### src/rtl/piezo_seq.sv
// Prioritised three-tune piezo sequencer driving a differential piezo pair.
// Supports pre-emption by a higher-priority tune and per-tune repeat gating.
module piezo_seq #(
    parameter int FAST_SIM    = 0,
    parameter int SIM_SHIFT   = 9,
    parameter int PER_W       = 15,
    parameter int DUR_W       = 25,
    parameter int RPT_W       = 28,
    parameter int REPEAT_CLKS = 150000000,
    parameter int REPEAT_SIM  = 5000
) (
    input  logic       clk,
    input  logic       rst_n,
    input  logic       too_fast,
    input  logic       batt_low,
    input  logic       en_steer,
    output logic       piezo,
    output logic       piezo_n,
    output logic       busy,
    output logic [1:0] tune_id
);

    typedef enum logic {IDLE = 1'b0, PLAY = 1'b1} state_t;

    localparam logic [1:0] TUNE_NONE  = 2'd0;
    localparam logic [1:0] TUNE_FAST  = 2'd1;
    localparam logic [1:0] TUNE_BATT  = 2'd2;
    localparam logic [1:0] TUNE_STEER = 2'd3;

    localparam int SHIFT    = (FAST_SIM != 0) ? SIM_SHIFT : 0;
    // Loaded with interval-1 so the same tune can restart exactly REPEAT clocks after its start.
    localparam int RPT_LOAD = ((FAST_SIM != 0) ? REPEAT_SIM : REPEAT_CLKS) - 1;

    function automatic logic [PER_W-1:0] note_per(input logic [2:0] idx);
        int p;
        case (idx)
            3'd0:       p = 31888;
            3'd1:       p = 23890;
            3'd2, 3'd4: p = 18961;
            default:    p = 15944;
        endcase
        return PER_W'(p >> SHIFT);
    endfunction

    function automatic logic [DUR_W-1:0] note_dur(input logic [2:0] idx);
        int d;
        case (idx)
            3'd0, 3'd1, 3'd2: d = 1 << 23;
            3'd3:             d = (1 << 23) + (1 << 22);
            3'd4:             d = 1 << 22;
            default:          d = 1 << 24;
        endcase
        return DUR_W'(d >> SHIFT);
    endfunction

    state_t           state_q, state_d;
    logic [1:0]       tune_q, tune_d;
    logic [2:0]       note_q, note_d;
    logic [PER_W-1:0] per_q, per_d;
    logic [DUR_W-1:0] dur_q, dur_d;
    logic [RPT_W-1:0] rpt_q, rpt_d;

    logic [1:0]       req_id;
    logic             start;
    logic             load;
    logic [2:0]       load_idx;
    logic             last_note;
    logic [PER_W-1:0] half;
    logic             wave_hi;

    // Only overspeed bypasses the repeat gate; the other two share one counter.
    always_comb begin
        req_id = TUNE_NONE;
        if (too_fast) begin
            req_id = TUNE_FAST;
        end else if (rpt_q == '0) begin
            if (batt_low)      req_id = TUNE_BATT;
            else if (en_steer) req_id = TUNE_STEER;
        end
    end

    always_comb begin
        last_note = 1'b0;
        case (tune_q)
            TUNE_FAST:  last_note = (note_q == 3'd2);
            TUNE_BATT:  last_note = (note_q == 3'd0);
            TUNE_STEER: last_note = (note_q == 3'd5);
            default:    last_note = 1'b1;
        endcase
    end

    // NOTE: every signal gets a default first so no path through this block infers a latch.
    always_comb begin
        state_d  = state_q;
        tune_d   = tune_q;
        note_d   = note_q;
        per_d    = per_q;
        dur_d    = dur_q;
        rpt_d    = (rpt_q != '0) ? rpt_q - RPT_W'(1) : '0;
        start    = 1'b0;
        load     = 1'b0;
        load_idx = note_q;

        unique case (state_q)
            IDLE: start = (req_id != TUNE_NONE);
            PLAY: begin
                if (req_id != TUNE_NONE && req_id < tune_q) begin
                    start = 1'b1;
                end else if (dur_q == '0) begin
                    if (!last_note) begin
                        load     = 1'b1;
                        load_idx = (tune_q == TUNE_BATT) ? note_q - 3'd1 : note_q + 3'd1;
                    end else if (tune_q == TUNE_FAST && too_fast) begin
                        load     = 1'b1;
                        load_idx = 3'd0;
                    end else begin
                        state_d = IDLE;
                        tune_d  = TUNE_NONE;
                    end
                end else begin
                    dur_d = dur_q - DUR_W'(1);
                    per_d = (per_q == '0) ? note_per(note_q) - PER_W'(1) : per_q - PER_W'(1);
                end
            end
        endcase

        if (start) begin
            state_d  = PLAY;
            tune_d   = req_id;
            load     = 1'b1;
            load_idx = (req_id == TUNE_BATT) ? 3'd5 : 3'd0;
            if (req_id != TUNE_FAST) rpt_d = RPT_W'(RPT_LOAD);
        end

        if (load) begin
            note_d = load_idx;
            per_d  = note_per(load_idx) - PER_W'(1);
            dur_d  = note_dur(load_idx) - DUR_W'(1);
        end
    end

    // NOTE: state registers use non-blocking assignments so all of them update together at the edge.
    always_ff @(posedge clk) begin
        if (!rst_n) begin
            state_q <= IDLE;
            tune_q  <= TUNE_NONE;
            note_q  <= '0;
            per_q   <= '0;
            dur_q   <= '0;
            rpt_q   <= '0;
        end else begin
            state_q <= state_d;
            tune_q  <= tune_d;
            note_q  <= note_d;
            per_q   <= per_d;
            dur_q   <= dur_d;
            rpt_q   <= rpt_d;
        end
    end

    assign half    = note_per(note_q) >> 1;
    assign wave_hi = (per_q >= half);
    assign busy    = (state_q == PLAY);
    assign tune_id = tune_q;
    assign piezo   = busy & wave_hi;
    assign piezo_n = busy & ~wave_hi;

endmodule

### config.mk
export PLATFORM = sky130hd
export DESIGN_NAME = piezo_seq
export DESIGN_NICKNAME = d
export VERILOG_FILES = /design/src/rtl/piezo_seq.sv
export SDC_FILE = /design/constraint.sdc
export NUM_CORES = 1
export LEC_CHECK = 0
export BUFFER_PORTS_ARGS = -buffer_cell sky130_fd_sc_hd__clkbuf_2
export CORE_MARGIN = 4
export CORE_UTILIZATION = 32
export DETAILED_ROUTE_END_ITERATION = 8
export SYNTH_ARGS = -nofsm -noshare
export SYNTH_HDL_FRONTEND = slang
export SYNTH_SLANG_ARGS = --single-unit
### constraint.sdc
create_clock -name clk -period 4.1 [get_ports clk]
set_clock_uncertainty 0.15 [all_clocks]
set_input_delay 0.82 -clock clk [delete_from_list [all_inputs] [get_ports clk]]
set_output_delay 0.82 -clock clk [all_outputs]
set_load 0.01 [all_outputs]
[Word-level counts from Yosys, hierarchy flattened]
Cells that the tools add are included.
Word-level totals
  flip-flop bits (word level): 74
  output and inout bits: 5
  logic and storage cells: 106
Operators by class
  add/sub/neg operators: 8
  order comparisons: 2
  eq/ne operators: 17
  multiplexer cells: 51
  bitwise logic cells: 4
  reductions and logical operators: 18
Operator list (number)
  $mux W15: 9
  $mux W25: 5
  $pmux W15 S3: 2
  $mux W28: 3
  $pmux W25 S3: 1
  $sub A25 B1 Y25 const B: 2
  $sub A15 B1 Y15 const B: 3
  $logic_not A28 Y1: 1
  $reduce_bool A28 Y1: 1
  $sub A28 B1 Y28 const B: 1
  $logic_not A25 Y1: 1
  $mux W3: 8
  $mux W2: 10
  $ge A15 B14 Y1: 1
  $logic_not A15 Y1: 1
  $mux W1: 11
  $reduce_bool A2 Y1: 5
  $eq A3 B2 Y1 const B: 3
  $eq A3 B3 Y1 const B: 3
  $ne A2 B2 Y1 const B: 4
  $eq A2 B2 Y1 const B: 3
  $eq A3 B1 Y1 const B: 2
  $logic_not A3 Y1: 2
  $reduce_and A5 Y1: 1
  other kinds (13): 17

[Logic depth before layout (Yosys ltp)]
Gate-level depths: netlist (run 1).
  depth after elaboration: 15
  gate-level depth with buffers: 19
  mapped depth without buffers: 16

[Worst setup path before layout (run 1)]
Ideal clock, no wire load.
  kind: register -> register
  start point: register rpt_q[8]
  end point: register dur_q[20]
  setup time: 66 ps
  arrival time: 4328 ps
  data required time: 3884 ps
  setup slack: -444 ps
  stages on the path, launching flop included: 19
  buffers on the path: 3
  clock period less this slack: 4544 ps
  path through: dfxtp_1 or4_1 nor4_2 nand4_1 nor3_1 ha_1 o21ai_0 o22ai_1 o211a_1 clkbuf_1 clkbuf_1 nand2_1 ha_1 clkbuf_1 inv_1 a21oi_1 mux2i_1 a22oi_1 nor2_1
On the way
  longest elaborated chain between the ends: 10
Ends and longest elaborated chain
  start: declaration: line 61  | logic [RPT_W-1:0] rpt_q, rpt_d;
  start signal: assignment: line 157  | rpt_q <= rpt_d;
  $logic_not A28 Y1 (*): line 76  | end else if (rpt_q == '0) begin
  $mux W2 (*): line 76
  $mux W2 (*): line 74  | if (too_fast) begin
  $lt A2 B2 Y1 / $reduce_bool A2 Y1 (equally long branches): line 107, 105
  $logic_and A1 B1 Y1: line 107  | if (req_id != TUNE_NONE && req_id < tune_q) begin
  $mux W1: line 107
  $pmux W1 S2 / $mux W1 (equally long branches): line 104  | unique case (state_q)
  $mux W1: line 127  | if (start) begin
  $ne A2 B2 Y1 (no line) / $reduce_bool A2 Y1 (equally long branches)
  $reduce_and A3 Y1 (no line)
  end signal: assignment: line 156  | dur_q <= dur_d;
  end: declaration: line 60  | logic [DUR_W-1:0] dur_q, dur_d;
Every way passes the cells marked *; elsewhere a longest branch is shown, timed or not.
A chain may end at the register's enable or synchronous reset.

[Worst setup path in the final report (run 1)]
  start point: register note_q[0]
  end point: output piezo_n
On the way
  longest elaborated chain between the ends: 6
Ends and longest elaborated chain
  start: declaration: line 58  | logic [2:0] note_q, note_d;
  start signal: assignment: line 154  | note_q <= note_d;
  $eq A3 B2 Y1 / $eq A3 B3 Y1 (equally long branches): line 36  | case (idx)
  $reduce_or A2 Y1: line 36
  $pmux W15 S3 (*): line 36
  $ge A15 B14 Y1 (*): line 162  | assign wave_hi = (per_q >= half);
  $not A1 Y1 (*): line 166  | assign piezo_n = busy & ~wave_hi;
  $and A1 B1 Y1 (*): line 166
  end: declaration: line 18  | output logic piezo_n,
Marks and branches as above.

==> results.sh, run 1 <==
export IMPL_min_from="dur_q[3]"
export IMPL_period_needed_ns=3.93
export IMPL_path_cells="inv_2, ha_4, o21bai_4, nand2_4, ha_1, a21o_1, a211o_1, a21o_1, a21oi_1, o21ai_0, a41o_1, a21boi_1, clkbuf_2"
export IMPL_dp_cells=785
export IMPL_grt_max_degree=29
export IMPL_fin_cells=803
export IMPL_synth_nets=629
export IMPL_drive_above_1_share=0.148
export IMPL_ios=10
export IMPL_seqCellArea_mm2=0.00149
export IMPL_nets=646
export IMPL_grt_total_usage=0.158
export IMPL_power_w=0.00303
export IMPL_gp_congestion=0.896
export IMPL_critPathLaunchType="flip-flop"
export IMPL_cp_required_ns=3.13
export IMPL_hpwl_um=9340
export IMPL_ys_flop_type="dfxtp_1"
export IMPL_slowest_delay_ns=0.40
export IMPL_yosysWarnings=0
export IMPL_via_per_inst=5.58
export IMPL_min_path_type="reg2reg"
export IMPL_maxCapViolations=0
export IMPL_critical_path_buf_inv_count=2
export IMPL_first_pass_iters=5
export IMPL_cts_root_buf="clkbuf_16"
export IMPL_worst_path_max_delay_cell="dfxtp_4"
export IMPL_cp_end_kind="primary output"
export IMPL_worstMarginPinSlew_ns=0.799
export IMPL_drc_errors=0
export IMPL_final_common_cell="dfxtp_1"
export IMPL_worstReg2RegStart="dur_q[10]"
export IMPL_core_area_mm2=0.0141
export IMPL_num_rows=43
export IMPL_synth_edf_count=0
export IMPL_n_antenna_cell=0
export IMPL_setup_viol=0
export IMPL_synth_area_mm2=0.00468
export IMPL_clock_latency_ns=0.34
export IMPL_drtIter0Drc=464
export IMPL_final_cell_mix="dfxtp_1 (71), nor2_1 (67), o21ai_0 (53)"
export IMPL_cts_made_buffers=9
export IMPL_htree_levels=3
export IMPL_irDropWorstVdd_uv=216
export IMPL_fmax_ghz=0.254
export IMPL_relSlewSlack=0.466
export IMPL_crit_top_cell="a21o_1"
export IMPL_holdWs_ns=0.352
export IMPL_ys_types=64
export IMPL_via_count=4484
export IMPL_worstPathMaxFanout=7
export IMPL_fillCellCount=1455
export IMPL_final_cell_area_mm2=0.00547
export IMPL_wl_per_cell_um=15.9
export IMPL_initial_core_util=0.332
export IMPL_die_height_um=129
export IMPL_ant_nets=0
export IMPL_cts_tree="yes"
export IMPL_slew_viol_final=0
export IMPL_antenna_found_initial=0
export IMPL_finalCritPeriodShare=0.960
export IMPL_io_buffers=9
export IMPL_ys_ff_latch=74
export IMPL_wirelength_um=12800
export IMPL_critPathArrivalTime_ns=2.96
export IMPL_die_w_um=129
export IMPL_first_global_vias=4228
export IMPL_cts_sinks=74
export IMPL_grt_pass1_wl_um=21200
export IMPL_hold_viol_final=0
export IMPL_areaGrowthSynthToFinish_pct=17.0
export IMPL_power_leakage_nw=2.10
export IMPL_critPathKind="reg2out"
export IMPL_postCtsHoldBufs=0
export IMPL_path_clk_slew_ns=0.06
export IMPL_synthCells=601
export IMPL_overflow=0
export IMPL_synth_yosys_seq_area_share=0.317
export IMPL_die_area_mm2=0.0166
export IMPL_syn_area_per_cell_um2=7.78
export IMPL_placed_area_mm2=0.00506
export IMPL_clockBufferDepth=2
export IMPL_crit_start="note_q[0]"
export IMPL_multiInputGateArea_mm2=0.00317
export IMPL_run_status="completed"
export IMPL_synthArstFlopShare=0
export IMPL_critPathTopFamily="compound AO/OA/AOI/OAI gates"
export IMPL_cellPowerDensity_mw_per_mm2=553
[cell families after synthesis]
group / count (synthesis) / synth area share
flops: 74 / 0.317
buf+inv: 45 / 0.0364
xor+xnor: 37 / 0.0693
simple gates: 245 / 0.264
mux: 5 / 0.0110
compound gates: 171 / 0.239
fa+ha+maj: 24 / 0.0637
[per-layer routing]
| metal | share of wire | wire, um | vias up | global-route usage |
|---|---|---|---|---|
| met1 | 0.48 | 6170 | 2113 | 0.220 |
| li1 | - | - | 2255 | - |
| met5 | 0 | 0 | - | 0 |
| met4 | 0.017 | 216 | 0 | 0.0544 |
| met3 | 0.057 | 726 | 18 | 0.0311 |
| met2 | 0.44 | 5670 | 98 | 0.246 |
[cells in the mapped netlist (5+ instances only)]
cell	instances	area share
xnor2_1	21	0.039
clkbuf_1	24	0.019
nand2_1	48	0.039
nor2_1	67	0.054
o211ai_1	7	0.011
nand3_1	21	0.022
nor4_1	17	0.023
a21o_1	5	0.0080
a211oi_1	8	0.013
o21ai_0	56	0.060
dfxtp_1	74	0.32
xor2_1	16	0.030
nand4_1	7	0.0094
and2_1	6	0.0080
ha_1	23	0.062
o21a_1	5	0.0080
nor2b_1	5	0.0067
inv_1	19	0.015
or3_1	11	0.015
a21oi_1	37	0.040
or4_1	8	0.013
a31oi_1	7	0.0094
nor3_1	31	0.033
[flip-flops by register name, summed over array words and instances, names as in the netlist]
register and cells:
per_q 15, note_q 3, dur_q 25, busy 1
rpt_q 28, tune_id 2
[worst paths after layout]
kind / endpoint / slack [ns] / cells past startpoint
max: piezo_n / 0.17 / 13
min: dur_q[3] / 0.35 / 2
max reg2reg: per_q[3] / 0.26 / 11
min reg2reg: dur_q[3] / 0.35 / 2
[where the power goes]
group | switching (W) | total, W | internal (W)
Combinational | 0.000642 | 0.00116 | 0.000519
Clock | 0.000328 | 0.000804 | 0.000476
Sequential | 0.000191 | 0.00106 | 0.000872
[tightest hold or removal path: stages, from the launching register on]
cell and delay, ns:
dfxtp_1 0.34, inv_1 0.06, a21oi_1 0.05
[layout make-up]
class                      instances  share of cell area
clock buffer                       9              0.0411
clock inverter                     7              0.0142
inverter                          20              0.0137
multi-input combinational        482               0.579
sequential                        74               0.272
tap                              180              0.0411
timing repair buffer              31              0.0384
[stage by stage]
stage | worst slack (ns) | utilization | setup TNS (ns)
final | 0.165 | 0.388 | 0
after global placement | 0.141 | 0.359 | 0
after CTS | 0.00136 | 0.382 | 0
after floorplan | 0.0122 | - | 0
after detailed placement | 0.123 | 0.359 | 0
after global routing | -0.00468 | 0.388 | -0.00468
[what timing repair did]
item                       4_1_cts  5_1_grt
gates cloned                     0        0
resized for setup                6       19
buffers inserted                 1        1
pin swaps                        2        2
setup endpoints to repair        2       12
No activity file was read; power rests on OpenSTA's default activity.
==> run 2: changes to the inputs <==
clock period = 4.37 ns   (was 4.1 ns; I/O delays follow)
==> results.sh, run 2 (synthesized netlist as in run 1, its figures left out) <==
export IMPL_final_common_cell="dfxtp_1"
export IMPL_path_clk_slew_ns=0.06
export IMPL_switchingPower_w=0.00107
export IMPL_overflow=0
export IMPL_cts_root_buf="clkbuf_16"
export IMPL_largest_register_ffs=28
export IMPL_die_w_um=129
export IMPL_critPathKind="reg2out"
export IMPL_antenna_found_initial=0
export IMPL_hpwl_um=9180
export IMPL_grt_max_degree=29
export IMPL_reg2reg_to="dur_q[8]"
export IMPL_drive_above_1_share=0.113
export IMPL_period_needed_ns=4.20
export IMPL_place_ws_ns=0.277
export IMPL_run_status="completed"
export IMPL_holdWs_ns=0.326
export IMPL_setup_viol=0
export IMPL_first_global_vias=4275
export IMPL_cp_end_kind="primary output"
export IMPL_min_from="rpt_q[0]"
export IMPL_seqPwrFrac=0.354
export IMPL_final_cell_mix="dfxtp_1 (72), nor2_1 (67), o21ai_0 (53)"
export IMPL_critPathLaunchType="flip-flop"
export IMPL_path_cells="inv_1, ha_1, o21bai_2, nand2_2, ha_1, a21o_1, a211o_1, a21o_1, a21oi_1, o21ai_0, a41o_1, and3_1, clkbuf_2"
export IMPL_pwr_share_clk=0.274
export IMPL_initial_core_util=0.332
export IMPL_gp_congestion=0.865
export IMPL_slowest_delay_ns=0.41
export IMPL_tns_ns=0
export IMPL_areaGrowthSynthToFinish_pct=14.3
export IMPL_worst_path_max_delay_cell="dfxtp_2"
export IMPL_fmax_ghz=0.238
export IMPL_via_count=4561
export IMPL_cellPowerDensity_mw_per_mm2=526
export IMPL_critical_path_buf_inv_count=2
export IMPL_combinationalPowerShare=0.372
export IMPL_min_path_type="reg2reg"
export IMPL_grt_pass1_wl_um=21200
export IMPL_cts_made_buffers=9
export IMPL_sw_frac_of_total=0.381
export IMPL_irDropWorstVdd_uv=208
export IMPL_relSlewSlack=0.436
export IMPL_ant_nets=0
export IMPL_num_rows=43
export IMPL_ios=10
export IMPL_p_int_w=0.00174
export IMPL_cts_sinks=74
export IMPL_nets=642
export IMPL_n_antenna_cell=0
export IMPL_reg2reg_depth=14
export IMPL_reg_largest_list="rpt_q: 28 flops, dur_q: 25 flops, per_q: 15 flops"
export IMPL_hold_viol_final=0
export IMPL_drc_errors=0
export IMPL_power_leakage_nw=2.08
export IMPL_cp_required_ns=3.35
export IMPL_wl_per_cell_um=15.7
export IMPL_regToRegSetupSlack_ns=0.29
export IMPL_finalCritPeriodShare=0.961
export IMPL_htree_levels=3
export IMPL_die_area_mm2=0.0166
export IMPL_first_pass_iters=5
export IMPL_die_height_um=129
export IMPL_maxCapViolations=0
export IMPL_slew_viol_final=0
export IMPL_setup_slack_ns=0.172
export IMPL_top_register="rpt_q"
export IMPL_worstMarginPinSlew_ns=0.844
export IMPL_io_buffers=9
export IMPL_critPathArrivalTime_ns=3.17
export IMPL_min_to="rpt_q[0]"
export IMPL_clockBufferDepth=2
export IMPL_via_per_inst=5.71
export IMPL_postCtsHoldBufs=0
export IMPL_grt_total_usage=0.156
export IMPL_drtIter0Drc=465
export IMPL_worstPathMaxFanout=8
export IMPL_worstReg2RegStart="rpt_q[8]"
export IMPL_wirelength_um=12600
export IMPL_clock_latency_ns=0.35
export IMPL_hold_depth=1
export IMPL_core_area_mm2=0.0141
export IMPL_cts_tree="yes"
export IMPL_critPathTopFamily="compound AO/OA/AOI/OAI gates"
## run 2: worst max-delay path by stage
stage          startpoint        end  slack [ns]  cells after the start
4_1_cts         note_q[0]    piezo_n        0.06                     13
3_5_place_dp     rpt_q[8]   dur_q[8]        0.28                     14
5_1_grt         note_q[0]    piezo_n       -0.01                     13
2_1_floorplan    rpt_q[8]   dur_q[8]        0.07                     17
3_3_place_gp     rpt_q[8]  dur_q[24]        0.40                     13
6_report        note_q[0]      piezo        0.17                     13
## run 2: cell type report
cell class	instances	area, um^2
clock buffers	10	239
inverters	20	75.1
clock inverters	6	72.6
multi-input cells	482	3070
flip-flops and latches	74	1480
well taps	180	225
fillers	1451	8750
repair buffers	27	180
## run 2: power by group through the flow
stage | Clock, W | Combinational [W] | Sequential, W
after floorplan | 0 | 0.000800 | 0.000954
after global placement | 0 | 0.000985 | 0.000997
after detailed placement | 0 | 0.00100 | 0.00100
after CTS | 0.000794 | 0.00101 | 0.000989
after global routing | 0.000825 | 0.00118 | 0.00102
final | 0.000771 | 0.00105 | 0.000994
## run 2: layer usage
| metal | track usage | share of wire | up-vias |
|---|---|---|---|
| li1 | - | - | 2239 |
| met1 | 0.216 | 0.48 | 2189 |
| met2 | 0.240 | 0.45 | 122 |
| met3 | 0.0403 | 0.058 | 11 |
| met4 | 0.0463 | 0.010 | 0 |
| met5 | 0 | 0 | - |
## run 2: timing repair
| item | CTS | global route |
|---|---|---|
| setup buffers | 0 | 1 |
| pin swaps | 0 | 3 |
| setup endpoints to repair | 2 | 10 |
| resized for setup | 1 | 11 |
## run 2: stage by stage
| step | instance area, um^2 | util | instances | total power (W) |
|---|---|---|---|---|
| final | 5350 | 0.379 | 799 | 0.00281 |
| after global routing | 5350 | 0.379 | 799 | 0.00302 |
| after CTS | 5310 | 0.377 | 798 | 0.00279 |
| after detailed placement | 5000 | 0.355 | 782 | 0.00201 |
| after global placement | 5000 | 0.355 | 782 | 0.00198 |
| after floorplan | 4700 | - | 601 | 0.00175 |
## run 2: worst register-to-register path: cells and delay by family, from the launching register on
kind / cells / cell delay, ns
DFF: 1 / 0.35
and+or+nand+nor: 6 / 1.66
adders and majority gates: 2 / 0.52
muxes: 1 / 0.37
AOI/OAI and AO/OA: 5 / 0.96
==> run 3: changes to the inputs <==
REMOVE_ABC_BUFFERS = 1   (was unset)
clock period = 5.2 ns   (was 4.37 ns; I/O delays follow)
==> results.sh, run 3 (synthesized netlist as in run 1, its figures left out) <==
export IMPL_power_leakage_nw=2.05
export IMPL_initial_core_util=0.332
export IMPL_cts_root_buf="clkbuf_16"
export IMPL_critPathKind="reg2out"
export IMPL_sw_frac_of_total=0.376
export IMPL_relSlewSlack=0.289
export IMPL_first_pass_iters=7
export IMPL_cp_required_ns=4.01
export IMPL_finalCritPeriodShare=0.892
export IMPL_cts_tree="yes"
export IMPL_min_path_type="reg2reg"
export IMPL_dp_cells=775
export IMPL_core_area_mm2=0.0141
export IMPL_pwr_share_clk=0.290
export IMPL_power_w=0.00235
export IMPL_p_int_w=0.00147
export IMPL_combinationalPowerShare=0.354
export IMPL_via_per_inst=5.72
export IMPL_period_needed_ns=4.64
export IMPL_final_cell_mix="dfxtp_1 (74), nor2_1 (67), o21ai_0 (56)"
export IMPL_fmax_ghz=0.216
export IMPL_switchingPower_w=0.000882
export IMPL_drtIter0Drc=340
export IMPL_reg_largest_list="rpt_q: 28 flops, dur_q: 25 flops, per_q: 15 flops"
export IMPL_path_clk_slew_ns=0.06
export IMPL_hpwl_um=8930
export IMPL_cts_sinks=74
export IMPL_grt_total_usage=0.155
export IMPL_worstMarginPinSlew_ns=1.05
export IMPL_top_register="rpt_q"
export IMPL_ios=10
export IMPL_clockBufferDepth=2
export IMPL_nets=635
export IMPL_die_area_mm2=0.0166
export IMPL_fin_cells=792
export IMPL_antenna_found_initial=0
export IMPL_ant_nets=0
export IMPL_drive_above_1_share=0.0882
export IMPL_htree_levels=3
export IMPL_first_global_vias=4276
export IMPL_die_height_um=129
export IMPL_cts_made_buffers=9
export IMPL_areaGrowthSynthToFinish_pct=12.5
export IMPL_postCtsHoldBufs=0
export IMPL_wirelength_um=12600
export IMPL_worstPathMaxFanout=8
export IMPL_rsz0062_at_grt="no"
export IMPL_tns_ns=0
export IMPL_num_rows=43
export IMPL_die_w_um=129
export IMPL_gp_congestion=0.903
export IMPL_fin_util=0.373
export IMPL_critPathLaunchType="flip-flop"
export IMPL_setup_viol=0
export IMPL_irDropWorstVdd_uv=197
export IMPL_grt_max_degree=29
export IMPL_n_antenna_cell=0
export IMPL_io_buffers=9
export IMPL_regToRegSetupSlack_ns=0.60
export IMPL_via_count=4531
export IMPL_cp_end_kind="primary output"
export IMPL_cellPowerDensity_mw_per_mm2=446
export IMPL_overflow=0
export IMPL_critPathArrivalTime_ns=3.45
export IMPL_final_common_cell="dfxtp_1"
export IMPL_clock_latency_ns=0.34
export IMPL_drc_errors=0
export IMPL_wl_per_cell_um=15.9
export IMPL_grt_pass1_wl_um=21000
export IMPL_maxCapViolations=0
export IMPL_hold_viol_final=0
export IMPL_run_status="completed"
export IMPL_slew_viol_final=0
export IMPL_holdWs_ns=0.328
export IMPL_seqPwrFrac=0.356
export IMPL_largest_register_ffs=28
run 3: cell count changes in the layout (fill, tap and decap cells not counted), sizes merged:
cell,previous run,this run
bufinv,1,2
clkinvlp,1,0
buf,18,11
clkinv,3,4
clkbuf,19,18
run 3: final cells by class:
class	instances	area, um^2
clock buffer	9	225
clock inverter	7	100
fill	1474	8840
inverter	20	75.1
multi-input combinational	482	3030
sequential	74	1480
tap	180	225
timing repair buffer	20	128
run 3: repair_timing:
action,4_1_cts,5_1_grt
hold endpoints to repair,0,0
setup endpoints to repair,0,1
gates resized for setup,0,0
setup buffers,0,1
run 3: per-stage QoR:
stage          instance area, um^2  setup slack [ns]
2_1_floorplan                 4580             0.723
3_3_place_gp                  4930             0.678
3_5_place_dp                  4930             0.452
4_1_cts                       5250             0.432
5_1_grt                       5260            0.0836
6_report                      5260             0.561
run 3: per-layer routing:
metal  wire length [um]  vias up  share of wire  track usage
li1                   -     2234              -            -
met1               5680     2175           0.45        0.197
met2               6100      105           0.49        0.255
met3                558       17          0.044       0.0407
met4                237        0          0.019       0.0500
met5                  0        -              0            0
run 3: path summary, 6_finish.rpt:
check | startpoint | cells after the start | to
min | rpt_q[0] | 1 | rpt_q[0]
min reg2reg | rpt_q[0] | 1 | rpt_q[0]
max reg2reg | rpt_q[8] | 15 | dur_q[8]
max | note_q[0] | 13 | piezo_n
run 3: power by group through the flow:
stage | Sequential [W] | Clock [W] | Combinational, W
after floorplan | 0.000804 | 0 | 0.000645
final | 0.000836 | 0.000682 | 0.000831
after global routing | 0.000858 | 0.000727 | 0.000939
after global placement | 0.000836 | 0 | 0.000799
after CTS | 0.000832 | 0.000699 | 0.000827
after detailed placement | 0.000843 | 0 | 0.000821
run 3: worst max-delay path: stages (launching register included):
cell,delay (ns)
dfxtp_1,0.48
inv_1,0.14
ha_1,0.26
o21bai_1,0.19
nand2_1,0.21
ha_1,0.36
a21o_1,0.16
a211o_1,0.28
a21o_1,0.18
a21oi_1,0.15
o21ai_0,0.10
a41o_1,0.26
a21boi_0,0.16
clkbuf_2,0.16
